`src/rtl/arm_servo_pkg.sv`:
```
// Shared constants and enums for the three-axis servo arm controller.
// Pulse widths are in clk ticks; PW_W must be wide enough for PW_MAX.
package arm_servo_pkg;

  localparam int PW_W = 17;

  localparam int DEF_FRAME_TICKS   = 1_000_000;
  localparam int DEF_PW_MIN        = 50_000;
  localparam int DEF_PW_MAX        = 100_000;
  localparam int DEF_PW_CENTER     = 75_000;
  localparam int DEF_STEP          = 500;
  localparam int DEF_SLEW          = 250;
  localparam int DEF_HOLD_FRAMES   = 25;
  localparam int DEF_REPEAT_FRAMES = 10;

  typedef enum logic [1:0] {
    IDLE,
    HOLD,
    REPEAT
  } btn_state_e;

  typedef enum logic {
    DIR_UP,
    DIR_DOWN
  } dir_e;

endpackage

```
`src/rtl/servo_axis_ramp.sv`:
```
// One servo axis: saturating target update on button events,
// home override, and a slew-limited ramp of the output once per frame.
module servo_axis_ramp
  import arm_servo_pkg::*;
#(
  parameter int PW_MIN    = DEF_PW_MIN,
  parameter int PW_MAX    = DEF_PW_MAX,
  parameter int PW_CENTER = DEF_PW_CENTER,
  parameter int STEP      = DEF_STEP,
  parameter int SLEW      = DEF_SLEW
) (
  input  logic            clk,
  input  logic            rst,
  input  logic            frame_tick,
  input  logic            ev,
  input  dir_e            dir,
  input  logic            axis_en,
  input  logic            home,
  output logic [PW_W-1:0] pw,
  output logic            busy
);

  localparam int W1 = PW_W + 1;

  localparam logic [W1-1:0] MIN_W  = W1'(PW_MIN);
  localparam logic [W1-1:0] MAX_W  = W1'(PW_MAX);
  localparam logic [W1-1:0] STEP_W = W1'(STEP);
  localparam logic [W1-1:0] SLEW_W = W1'(SLEW);

  localparam logic [PW_W-1:0] MIN_N = PW_W'(PW_MIN);
  localparam logic [PW_W-1:0] MAX_N = PW_W'(PW_MAX);
  localparam logic [PW_W-1:0] CTR_N = PW_W'(PW_CENTER);

  logic [PW_W-1:0] tgt_q, tgt_d;
  logic [PW_W-1:0] cur_q, cur_d;
  logic            busy_q, busy_d;

  logic [W1-1:0] tgt_w, cur_w, sum_w, dif_w;

  always_comb begin
    tgt_w  = {1'b0, tgt_q};
    cur_w  = {1'b0, cur_q};
    sum_w  = '0;
    dif_w  = '0;
    tgt_d  = tgt_q;
    cur_d  = cur_q;
    busy_d = busy_q;

    // home beats a same-cycle event
    if (home) begin
      tgt_d = CTR_N;
    end else if (ev && axis_en) begin
      if (dir == DIR_UP) begin
        sum_w = tgt_w + STEP_W;
        tgt_d = (sum_w > MAX_W) ? MAX_N : sum_w[PW_W-1:0];
      end else begin
        sum_w = tgt_w - STEP_W;
        tgt_d = (tgt_w < MIN_W + STEP_W) ? MIN_N : sum_w[PW_W-1:0];
      end
    end

    if (frame_tick) begin
      if (tgt_w > cur_w) begin
        dif_w = tgt_w - cur_w;
        if (dif_w > SLEW_W) dif_w = SLEW_W;
        cur_d = cur_q + dif_w[PW_W-1:0];
      end else begin
        dif_w = cur_w - tgt_w;
        if (dif_w > SLEW_W) dif_w = SLEW_W;
        cur_d = cur_q - dif_w[PW_W-1:0];
      end
    end

    busy_d = (tgt_d != cur_d);
  end

  always_ff @(posedge clk) begin
    if (rst) begin
      tgt_q  <= CTR_N;
      cur_q  <= CTR_N;
      busy_q <= 1'b0;
    end else begin
      tgt_q  <= tgt_d;
      cur_q  <= cur_d;
      busy_q <= busy_d;
    end
  end

  assign pw   = cur_q;
  assign busy = busy_q;

endmodule

```
`src/rtl/arm_servo_ctrl.sv`:
```
// Three-axis servo position controller: frame timer, key sync/debounce,
// hold/auto-repeat button FSM and three slew-limited axis ramps.
module arm_servo_ctrl
  import arm_servo_pkg::*;
#(
  parameter int FRAME_TICKS   = DEF_FRAME_TICKS,
  parameter int PW_MIN        = DEF_PW_MIN,
  parameter int PW_MAX        = DEF_PW_MAX,
  parameter int PW_CENTER     = DEF_PW_CENTER,
  parameter int STEP          = DEF_STEP,
  parameter int SLEW          = DEF_SLEW,
  parameter int HOLD_FRAMES   = DEF_HOLD_FRAMES,
  parameter int REPEAT_FRAMES = DEF_REPEAT_FRAMES
) (
  input  logic            clk,
  input  logic            rst,
  input  logic [2:0]      enable,
  input  logic            btn_up,
  input  logic            btn_down,
  input  logic            home,
  output logic            frame_tick,
  output logic [PW_W-1:0] pw_x,
  output logic [PW_W-1:0] pw_y,
  output logic [PW_W-1:0] pw_z,
  output logic            busy
);

  localparam int FCW = (FRAME_TICKS > 2) ? $clog2(FRAME_TICKS) : 1;
  localparam int CW  = 8;

  localparam logic [FCW-1:0] F_LAST = FCW'(FRAME_TICKS - 1);
  localparam logic [CW-1:0]  H_LAST = CW'(HOLD_FRAMES - 1);
  localparam logic [CW-1:0]  R_LAST = CW'(REPEAT_FRAMES - 1);

  logic [FCW-1:0] fcnt_q, fcnt_d;
  logic           tick_q, tick_d;

  logic [2:0] en_s1_q, en_s2_q;
  // key vectors are {down, up}, 1 = released
  logic [1:0] key_s1_q, key_s2_q;
  logic [1:0] smp0_q, smp0_d;
  logic [1:0] smp1_q, smp1_d;
  logic [1:0] db_q, db_d;
  logic [1:0] agree;

  btn_state_e state_q;
  logic [CW-1:0] cnt_q;
  dir_e       dir_q, ev_dir_q;
  logic       ev_q;

  logic [1:0] pressed;
  logic       valid;
  logic       same;
  dir_e       pdir;

  always_comb begin
    fcnt_d = (fcnt_q == F_LAST) ? '0 : fcnt_q + FCW'(1);
    tick_d = (fcnt_d == F_LAST);

    smp0_d = smp0_q;
    smp1_d = smp1_q;
    if (tick_q) begin
      smp0_d = key_s2_q;
      smp1_d = smp0_q;
    end
    agree = ~(smp0_d ^ smp1_d);
    db_d  = db_q;
    if (tick_q) db_d = (db_q & ~agree) | (smp0_d & agree);
  end

  always_ff @(posedge clk) begin
    if (rst) begin
      fcnt_q   <= '0;
      tick_q   <= 1'b0;
      en_s1_q  <= '0;
      en_s2_q  <= '0;
      key_s1_q <= '1;
      key_s2_q <= '1;
      smp0_q   <= '1;
      smp1_q   <= '1;
      db_q     <= '1;
    end else begin
      fcnt_q   <= fcnt_d;
      tick_q   <= tick_d;
      en_s1_q  <= enable;
      en_s2_q  <= en_s1_q;
      key_s1_q <= {btn_down, btn_up};
      key_s2_q <= key_s1_q;
      smp0_q   <= smp0_d;
      smp1_q   <= smp1_d;
      db_q     <= db_d;
    end
  end

  assign pressed = ~db_q;
  assign valid   = ^pressed;
  assign pdir    = pressed[0] ? DIR_UP : DIR_DOWN;
  assign same    = valid && (pdir == dir_q);

  always_ff @(posedge clk) begin
    if (rst) begin
      state_q  <= IDLE;
      cnt_q    <= '0;
      dir_q    <= DIR_UP;
      ev_dir_q <= DIR_UP;
      ev_q     <= 1'b0;
    end else begin
      ev_q <= 1'b0;
      if (tick_q) begin
        unique case (state_q)
          IDLE: begin
            if (valid) begin
              ev_q     <= 1'b1;
              ev_dir_q <= pdir;
              dir_q    <= pdir;
              cnt_q    <= '0;
              state_q  <= HOLD;
            end
          end
          HOLD: begin
            if (!same) begin
              state_q <= IDLE;
            end else if (cnt_q == H_LAST) begin
              ev_q     <= 1'b1;
              ev_dir_q <= dir_q;
              cnt_q    <= '0;
              state_q  <= REPEAT;
            end else begin
              cnt_q <= cnt_q + CW'(1);
            end
          end
          REPEAT: begin
            if (!same) begin
              state_q <= IDLE;
            end else if (cnt_q == R_LAST) begin
              ev_q     <= 1'b1;
              ev_dir_q <= dir_q;
              cnt_q    <= '0;
            end else begin
              cnt_q <= cnt_q + CW'(1);
            end
          end
          default: state_q <= IDLE;
        endcase
      end
    end
  end

  logic [PW_W-1:0] pw_a [3];
  logic [2:0]      busy_a;

  for (genvar a = 0; a < 3; a++) begin : g_axis
    servo_axis_ramp #(
      .PW_MIN   (PW_MIN),
      .PW_MAX   (PW_MAX),
      .PW_CENTER(PW_CENTER),
      .STEP     (STEP),
      .SLEW     (SLEW)
    ) u_ramp (
      .clk       (clk),
      .rst       (rst),
      .frame_tick(tick_q),
      .ev        (ev_q),
      .dir       (ev_dir_q),
      .axis_en   (en_s2_q[a]),
      .home      (home),
      .pw        (pw_a[a]),
      .busy      (busy_a[a])
    );
  end

  assign frame_tick = tick_q;
  assign pw_x       = pw_a[0];
  assign pw_y       = pw_a[1];
  assign pw_z       = pw_a[2];
  assign busy       = |busy_a;

endmodule

```
`config.mk`:
```
export PLATFORM = sky130hd
export DESIGN_NAME = arm_servo_ctrl
export DESIGN_NICKNAME = d
export VERILOG_FILES = /design/src/rtl/arm_servo_pkg.sv /design/src/rtl/servo_axis_ramp.sv /design/src/rtl/arm_servo_ctrl.sv
export SDC_FILE = /design/constraint.sdc
export NUM_CORES = 1
export LEC_CHECK = 0
export BUFFER_PORTS_ARGS = -buffer_cell sky130_fd_sc_hd__buf_2
export CORE_MARGIN = 5
export CORE_UTILIZATION = 45
export DETAILED_ROUTE_END_ITERATION = 6
export PLACE_DENSITY = 0.73
export SYNTH_ARGS = -nofsm -noshare
export SYNTH_HDL_FRONTEND = slang
export SYNTH_SLANG_ARGS = --single-unit
```
`constraint.sdc`:
```
create_clock -name clk -period 7.6 [get_ports clk]
set_clock_uncertainty 0.1 [all_clocks]
set_input_delay 0.38 -clock clk [delete_from_list [all_inputs] [get_ports clk]]
set_output_delay 0.38 -clock clk [all_outputs]
set_load 0.01 [all_outputs]
```
# --- Word-level counts from Yosys, hierarchy flattened ---
# Index checks and enable logic that the tools add are counted.
totals:
  reg_bits: 155
  inputBits: 8
  out_inout_bits: 53
  elab_cells: 162
classes:
  add_sub_neg: 20
  magnitude_cmp: 15
  n_eq_ne: 17
  mux: 66
  n_bitwise: 8
  n_reduce_logical: 13
op_table:
  columns: ["cell", "n"]
  rows:
  - ["$mux 17", 39]
  - ["$gt 18x8->1 const B", 6]
  - ["$sub 17x17->18", 6]
  - ["$add 17x9->18 const B", 3]
  - ["$gt 18x17->1 const B", 3]
  - ["$add 17x17->17", 3]
  - ["$gt 17x17->1", 3]
  - ["$lt 17x16->1 const B", 3]
  - ["$ne 17x17->1", 3]
  - ["$sub 17x17->17", 3]
  - ["$sub 17x9->17 const B", 3]
  - ["$eq 20x20->1 const B", 2]
  - ["$mux 8", 5]
  - ["$pmux 8 s3", 1]
  - ["$add 20x1->20 const B", 1]
  - ["$mux 20", 1]
  - ["$mux 2", 6]
  - ["$ne 2x2->1 const B", 6]
  - ["$mux 1", 11]
  - ["$add 8x1->8 const B", 1]
  - ["$eq 8x4->1 const B", 1]
  - ["$eq 8x5->1 const B", 1]
  - ["$reduce_and 7->1", 1]
  - ["$not 2->2", 3]
  - ["19 further kinds", 24]

# --- Depth between registers and ports, before layout ---
# Gate-level depths: netlist of run 1.
logic_depth:
  word_depth: 9
  depth_mapped: 34

# --- Cells and area by module ---
# From an unflattened synthesis of run 1, not the netlist that was laid out.
hier_totals:
  cells_unflattened: 2752
  area_unflattened_um2: 20123.0
modules_own_cells:
  columns: ["module", "instances", "cells_per_inst", "area_per_inst_um2", "seq_area_each_um2"]
  rows:
  - ["servo_axis_ramp at g_axis[0].u_ramp", 1, 813, 6000.8, 700.7]
  - ["servo_axis_ramp at g_axis[1].u_ramp", 1, 835, 5886.9, 700.7]
  - ["servo_axis_ramp at g_axis[2].u_ramp", 1, 828, 5845.6, 700.7]
  - ["arm_servo_ctrl", 1, 276, 2389.8, 960.9]

# --- Least setup slack after synthesis of run 1 ---
# Ideal clock, no wire load.
synth_timing:
  path_type: "register -> register"
  start: "register g_axis[1].u_ramp.cur_q[2]"
  end: "register g_axis[1].u_ramp.busy_q"
  t_arrival_ns: 6.586
  t_required_ns: 7.367
  path_slack_ns: 0.781
  path_stages_with_launch: 30
  synth_period_minus_slack_ns: 6.819
  cell_sequence: "dfxtp_1 inv_1 ha_1 clkbuf_1 o21ai_0 a21oi_1 o31a_1 o311ai_1 a21oi_1 or3_1 a2111o_1 or2_2 ha_1 nand2_1 or3_1 clkbuf_1 nor3_1 o31ai_1 o21ai_0 ha_1 a21o_1 a21oi_1 o21ai_0 or4_1 a31oi_1 mux2_2 a211oi_1 xnor2_1 nor4_1 a31oi_1"
synth_between:
  elab_chain_cells: 9
  word_cells_on_any_way: 16
  classes_between: "add/sub (4); order compare (3); eq/ne (1); mux (8)"
synth_rtl:
  columns: ["element", "line_no", "rtl"]
  rows:
  - ["start: declaration", "servo_axis_ramp.sv:35", "logic [PW_W-1:0] cur_q, cur_d;"]
  - ["start signal: assignment", "servo_axis_ramp.sv:84", "cur_q <= cur_d;"]
  - ["$sub 17x17->18 (on tied branches)", "servo_axis_ramp.sv:68, servo_axis_ramp.sv:64", null]
  - ["$gt 18x8->1 (on tied branches)", "servo_axis_ramp.sv:69, servo_axis_ramp.sv:65", null]
  - ["$mux 17 (on tied branches)", "servo_axis_ramp.sv:69, servo_axis_ramp.sv:65", null]
  - ["$mux 17", "servo_axis_ramp.sv:63", "if (tgt_w > cur_w) begin"]
  - ["$mux 17", "servo_axis_ramp.sv:62", "if (frame_tick) begin"]
  - ["$sub 17x17->17 or $add 17x17->17 (tied branches)", "servo_axis_ramp.sv:70, servo_axis_ramp.sv:66", null]
  - ["$mux 17", "servo_axis_ramp.sv:63", null]
  - ["$mux 17 (*)", "servo_axis_ramp.sv:62", null]
  - ["$ne 17x17->1 (*)", "servo_axis_ramp.sv:74", "busy_d = (tgt_d != cur_d);"]
  - ["end signal: assignment", "servo_axis_ramp.sv:85", "busy_q <= busy_d;"]
  - ["end: declaration", "servo_axis_ramp.sv:36", "logic busy_q, busy_d;"]
# Mark *: on every way between the ends. The rest lies on a longest branch, timed or not. The select of a mux whose other input is x is not followed.
# A chain may end at the register's enable or synchronous reset.

# --- Final worst setup path of run 1 ---
# Same ends and word-level chain as after synthesis.

==> results of run 1 <==
[routing by layer]
| metal | track usage [%] | vias up | part of all wire (%) | wire (um) |
|---|---|---|---|---|
| met3 | 4.66 | 210 | 8.3 | 5570 |
| met4 | 11.0 | 0 | 4.5 | 3040 |
| met5 | 0 | - | 0 | 0 |
| li1 | - | 10095 | - | - |
| met2 | 42.9 | 1053 | 44 | 29500 |
| met1 | 36.6 | 10182 | 43 | 29000 |
[power by group]
| group | switching (uW) | total [uW] | internal (uW) |
|---|---|---|---|
| sequential | 2.52 | 808 | 805 |
| combinational | 32.5 | 40.9 | 8.31 |
| clock | 421 | 930 | 509 |
[final timing paths]
path	start	endpoint	slack, ps	cells past startpoint
min reg2reg	key_s1_q[0]$_SDFF_PP1_	key_s2_q[0]$_SDFF_PP1_	310	1
max reg2reg	g_axis[1].u_ramp.pw[2]$_SDFF_PP0_	g_axis[1].u_ramp.busy$_SDFF_PP0_	370	28
min	btn_up	key_s1_q[0]$_SDFF_PP1_	30	2
max	g_axis[1].u_ramp.pw[2]$_SDFF_PP0_	g_axis[1].u_ramp.busy$_SDFF_PP0_	370	28
[timing repair]
item	in CTS	in global routing
setup buffers	0	5
setup endpoints to repair	1	6
pin swaps	0	7
gates resized for setup	2	34
[stage by stage]
stage	cell area [um^2]	setup slack [ps]	power [uW]	TNS, ps
final	21200	372	1780	0
after CTS	21000	17.1	1790	0
after global routing	21200	-26.2	1830	-26.7
after floorplan	19400	781	849	0
after global placement	20400	-79.7	865	-79.7
after detailed placement	20400	-153	866	-153
[layout make-up]
type | instances | area share [%]
clock buffers | 18 | 2.07
clock inverters | 14 | 0.862
inverters | 187 | 3.31
multi-input cells | 2279 | 71.7
flip-flops and latches | 153 | 14.5
well taps | 585 | 3.45
repair buffers | 135 | 4.07
[registers in the layout, summed over array words and instances, names as in the netlist, named ones only]
register	count
cnt_q	8
dir_q	1
en_s1_q	3
en_s2_q	3
ev_dir_q	1
ev_q	1
fcnt_q	20
frame_tick	1
g_axis.u_ramp.busy	3
g_axis.u_ramp.pw	51
g_axis.u_ramp.tgt_q	51
key_s1_q	2
key_s2_q	2
smp0_q	2
state_q	2
[Yosys cell counts (all sizes together), types with 24 or more instances]
library cell / instances
nor2: 279
nand2: 223
o21ai: 203
a21oi: 198
inv: 183
ha: 170
dfxtp: 153
clkbuf: 136
xnor2: 127
nor3: 116
nand3: 82
a211oi: 50
xor2: 48
nand4: 45
a21o: 44
a31oi: 42
nand2b: 41
or3: 41
nor4: 38
o21a: 34
mux2i: 33
o211ai: 33
and3: 29
nor2b: 27
and2: 26
or2: 24
[cells by family after synthesis]
family / count (synthesis) / synth area share [%]
simple gates: 1031 / 26.2
compound gates: 852 / 29.3
buf+inv: 342 / 6.72
fa+ha+maj: 179 / 11.9
xor+xnor: 176 / 8.00
flops: 153 / 15.8
mux: 41 / 2.16
==> reports/results.tsv, run 1 <==
metric	value	unit
outcome	finished, violations left	
failing checks	DRC	
Syn Inst Count	2774	
Final period util	95.1	%
most frequent cells in the layout	nor2_1 (278), nand2_1 (223), o21ai_0 (193)	
Inserted Clock Buffers	17	
Leak	0.00846	uW
FILL cells	4247	
critical path arrival	7430	ps
area growth from synthesis to layout	9.02	%
Final Hold Vio Count	0	
fmax	138	MHz
Initial DRT Pass Iterations	7	
Bufs and invs on worst path	2	
synth unique cells	94	
Synth Flop Type	dfxtp_1	
Largest delay share family, worst path	compound AO/OA/AOI/OAI gates	
clk buf depth	2	
Critical Path Max Stage Delay	550	ps
Clk pin slew, worst setup/hold paths	70	ps
# DRC	2	
Final ANT Viol Nets	0	
CTS sink count	153	
HPWL after DPL	51900	um
DRT Wirelength	67200	um
Seq. cell area	3070	um^2
vias in the first global route	20098	
First DRT Iteration DRCs	2778	
CP max stage cell	or4_4	
global-route wire length before repair	106000	um
WP data required	7800	ps
CTS tree	done	
number of synthesized flops with an enable pin	0	
Slew Limit Headroom	29.7	%
Core ar.	42900	um^2
DIE AREA	47500	um^2
CTS root buf	clkbuf_16	
hold_buf cts	0	
IO buf count	60	
Vias/cell	6.39	
# nets final	2960	
VDD IR-drop max	0.000118	V
final number of setup-violating endpoints	0	
Startpoint Class	register	
initial antenna violation count	0	
endpoint type of the worst setup path	register	
Horiz. Die Dim	218	um
Final GP Congestion	1.01	
largest net degree at the start of global routing	56	
Ys Warns	0	
final non-filler cell total	3371	
IO Count	61	
routed len/inst	19.9	um
syn_nets	2961	
Initial Util	45.3	%
most common cell after layout, fill and taps aside	nor2_1	
Min Hold Slack	28.1	ps
Hold Crit Class	input pin to register	
Worst-Skew Late Latency	460	ps
Final Max Tran Viols	0	
Die H	218	um
crit-path max FO	8	
Yosys top cell area share	15.8	%
fin crit period	7230	ps
routed vias	21540	
Avg Cell Area, Syn	7.01	um^2
leading area contributor after synthesis	dfxtp_1	
areal power density over the cells	83.9	nW/um^2
Inserted Diodes	0	
share of cells above drive strength 1	9.12	%
Least-Margin Pin Slew	1050	ps
register bit total from synthesis	153	
multi-input logic area	15200	um^2
max-cap viol count	0	
GRT Overall Usage	27.1	%
Post-synth ARST share	0	%
sequential area share after synthesis	15.8	%
CP Class	register to register	
Post-Syn Area	19400	um^2
H-tree levels	4	
gr ovfl total	0	
Inst Count DP	3334	
final core occ	49.4	%
Rows	76	
largest cells by area after synthesis	dfxtp_1 (16%), ha_1 (11%), xnor2_1 (5.7%)	
No activity file was read; power rests on OpenSTA's default activity.
==> inputs of run 2 (changes only) <==
ABC_AREA = 1   (was unset)
BUFFER_PORTS_ARGS = unset   (was -buffer_cell sky130_fd_sc_hd__buf_2)
DONT_BUFFER_PORTS = 1   (was unset)
PLACE_DENSITY = 0.58   (was 0.73)
==> reports/results.tsv, run 2 <==
metric	value	unit	change
max-cap viol count	0		unchanged
gr ovfl total	0		unchanged
Post-synth ARST share	0	%	unchanged
clk buf depth	2		unchanged
Initial DRT Pass Iterations	6		-1
Least-Margin Pin Slew	1080	ps	+27.1 ps
GRT Overall Usage	27.0	%	-0.093 points
fmax	154	MHz	+11%
CP Launch Point	g_axis[2].u_ramp.pw[7]$_SDFF_PP1_		
Vias/cell	5.46		-15%
Initial Util	45.5	%	+0.14 points
Rows	75		-1.3%
areal power density over the cells	85.1	nW/um^2	+1.4%
syn_nets	3450		+17%
dpl cell area	19400	um^2	-4.8%
Final Power	1710	uW	-3.8%
TNS Setup	0	ps	unchanged
Clock power frac	50.8	%	-1.5 points
CP Class	register to register		
crit-path max FO	6		-2
Crit Reg-Reg Startpoint	g_axis[2].u_ramp.pw[7]$_SDFF_PP1_		
outcome	complete, no violations		
internal cell power	1260	uW	-4.8%
final number of setup-violating endpoints	0		unchanged
synth unique cells	67		-29%
critical path arrival	6770	ps	-660 ps
Worst-Skew Late Latency	480	ps	+20 ps
CTS sink count	153		unchanged
global-route wire length before repair	103000	um	-2.8%
RSZ-0062 raised after global routing	no		
Core ar.	41900	um^2	-2.4%
HPWL after DPL	51900	um	about the same
Slew Limit Headroom	27.8	%	-1.9 points
largest cells by area after synthesis	nand2_1 (19%), dfxtp_1 (16%), ha_1 (11%)		
Critical Path Max Stage Delay	530	ps	-20 ps
Leak	0.0106	uW	+25%
sequential area share after synthesis	16.1	%	+0.34 points
Post-Syn Area	19000	um^2	-2.1%
H-tree levels	4		unchanged
Net Sw Power	452	uW	-0.96%
routed vias	20580		-4.5%
cell area after layout	20100	um^2	-5.2%
IO buf count	0		-100%
Clk pin slew, worst setup/hold paths	70	ps	about the same
Horiz. Die Dim	216	um	-1.0%
Final GP Congestion	0.941		-6.9%
DIE AREA	46500	um^2	-2.0%
# nets final	3405		+15%
# DRC	0		-2
CTS tree	done		
Comb pwr share	2.1	%	-0.2 points
top cells by count, synth	nand2_1 (977), inv_1 (450), nor2_1 (312)		
worst reg-to-reg setup slack	1100	ps	+730 ps
r2r endpoint	g_axis[2].u_ramp.busy$_SDFF_PP0_		
Inserted Clock Buffers	17		unchanged
Hold Crit Class	input pin to register		
R2R cell count	37		+32%
share of cells above drive strength 1	5.32	%	-3.8 points
Min Hold Slack	136	ps	+108 ps
endpoint type of the worst setup path	register		
First DRT Iteration DRCs	1539		-45%
Die H	216	um	-1.0%
largest net degree at the start of global routing	84		+50%
Yosys top cell area share	19.3	%	+3.5 points
most numerous cell in the Yosys netlist	nand2_1		
Avg Cell Area, Syn	5.83	um^2	-17%
Final Max Tran Viols	0		unchanged
VDD IR-drop max	0.000175	V	+48%
WP data required	7870	ps	+70 ps
CTS root buf	clkbuf_16		
most frequent cells in the layout	nand2_1 (977), inv_1 (449), nor2_1 (312)		
Setup Fix Bufs, Post-CTS	0		unchanged
Final period util	85.5	%	-9.6 points
Startpoint Class	register		
CP most frequent cell	nand2_1		
initial antenna violation count	0		unchanged
area growth from synthesis to layout	5.58	%	
Ys Warns	0		unchanged
Syn Inst Count	3263		+18%
register bit total from synthesis	153		unchanged
final non-filler cell total	3770		+12%
CP Capture Point	g_axis[2].u_ramp.busy$_SDFF_PP0_		
Inst Count DP	3730		+12%
CP max stage cell	dfxtp_1		
routed len/inst	17.1	um	-14%
DRT Wirelength	64300	um	-4.3%
IO Count	61		unchanged
hold_buf cts	8		+8
post_cts resized	0		-2
Final ANT Viol Nets	0		unchanged
leading area contributor after synthesis	nand2_1		
switch share	26.4	%	+0.77 points
Synth Flop Type	dfxtp_1		
Reg power frac	47.1	%	+1.7 points
fin crit period	6500	ps	-733 ps
Final Hold Vio Count	0		unchanged
Inserted Diodes	0		unchanged
most common cell after layout, fill and taps aside	nand2_1		
number of synthesized flops with an enable pin	0		unchanged
vias in the first global route	19670		-2.1%
## run 2: cells by family (layout without fill, tap and decap cells)
group	after synthesis	after routing	share of synthesized area, %
buf+inv	558	526	11.3
xor+xnor	132	132	6.11
mux	1	1	0.0592
simple gates	1781	1781	40.7
flops	153	153	16.1
fa+ha+maj	179	179	12.1
compound gates	459	459	13.6
## run 2: layout make-up
type	count	area [um^2]
clock buffers	18	439
clock inverters	14	148
fillers	4544	21800
flip-flops and latches	153	3070
repair buffers	15	150
well taps	539	674
multi-input cells	2552	13800
inverters	479	1800
## run 2: worst min path at each step
| stage | start | end | slack, ps | depth (start not counted) |
|---|---|---|---|---|
| finish | home | g_axis[1].u_ramp.tgt_q[10]$_SDFF_PP1_ | 140 | 2 |
| global placement | en_s1_q[1]$_SDFF_PP0_ | en_s2_q[1]$_SDFF_PP0_ | 300 | 2 |
| CTS | home | g_axis[1].u_ramp.tgt_q[10]$_SDFF_PP1_ | 100 | 2 |
| global route | home | g_axis[1].u_ramp.tgt_q[10]$_SDFF_PP1_ | 140 | 2 |
| floorplan | en_s1_q[0]$_SDFF_PP0_ | en_s2_q[0]$_SDFF_PP0_ | 290 | 2 |
| detailed placement | en_s1_q[1]$_SDFF_PP0_ | en_s2_q[1]$_SDFF_PP0_ | 300 | 2 |
## run 2: power by group through the flow
stage,sequential (uW),clock (uW),combinational (uW)
5_1_grt,806,928,38.5
3_5_place_dp,825,0,20.6
2_1_floorplan,825,0,21.7
3_3_place_gp,825,0,20.3
6_report,806,868,35.4
4_1_cts,806,894,35.7
## run 2: metal layers
metal	vias to the layer above	wire, um	GRT usage (%)
met5	-	0	0
met4	0	1270	6.74
met3	82	3920	4.82
met2	595	29400	44.6
met1	9509	29800	36.6
li1	10394	-	-
## run 2: critical path: cells and delay by family, from the launching register on
| family | cells | cell delay [ps] |
|---|---|---|
| compound gates | 7 | 1700 |
| buf+inv | 5 | 430 |
| xor+xnor | 2 | 310 |
| simple gates | 20 | 2290 |
| flops | 1 | 530 |
| fa+ha+maj | 3 | 1000 |
## run 2: through the flow
step	util, %	worst slack [ps]
2_1_floorplan	-	2580
3_3_place_gp	46.4	1220
3_5_place_dp	46.4	1200
4_1_cts	48.0	1170
5_1_grt	48.0	389
6_report	48.0	1100
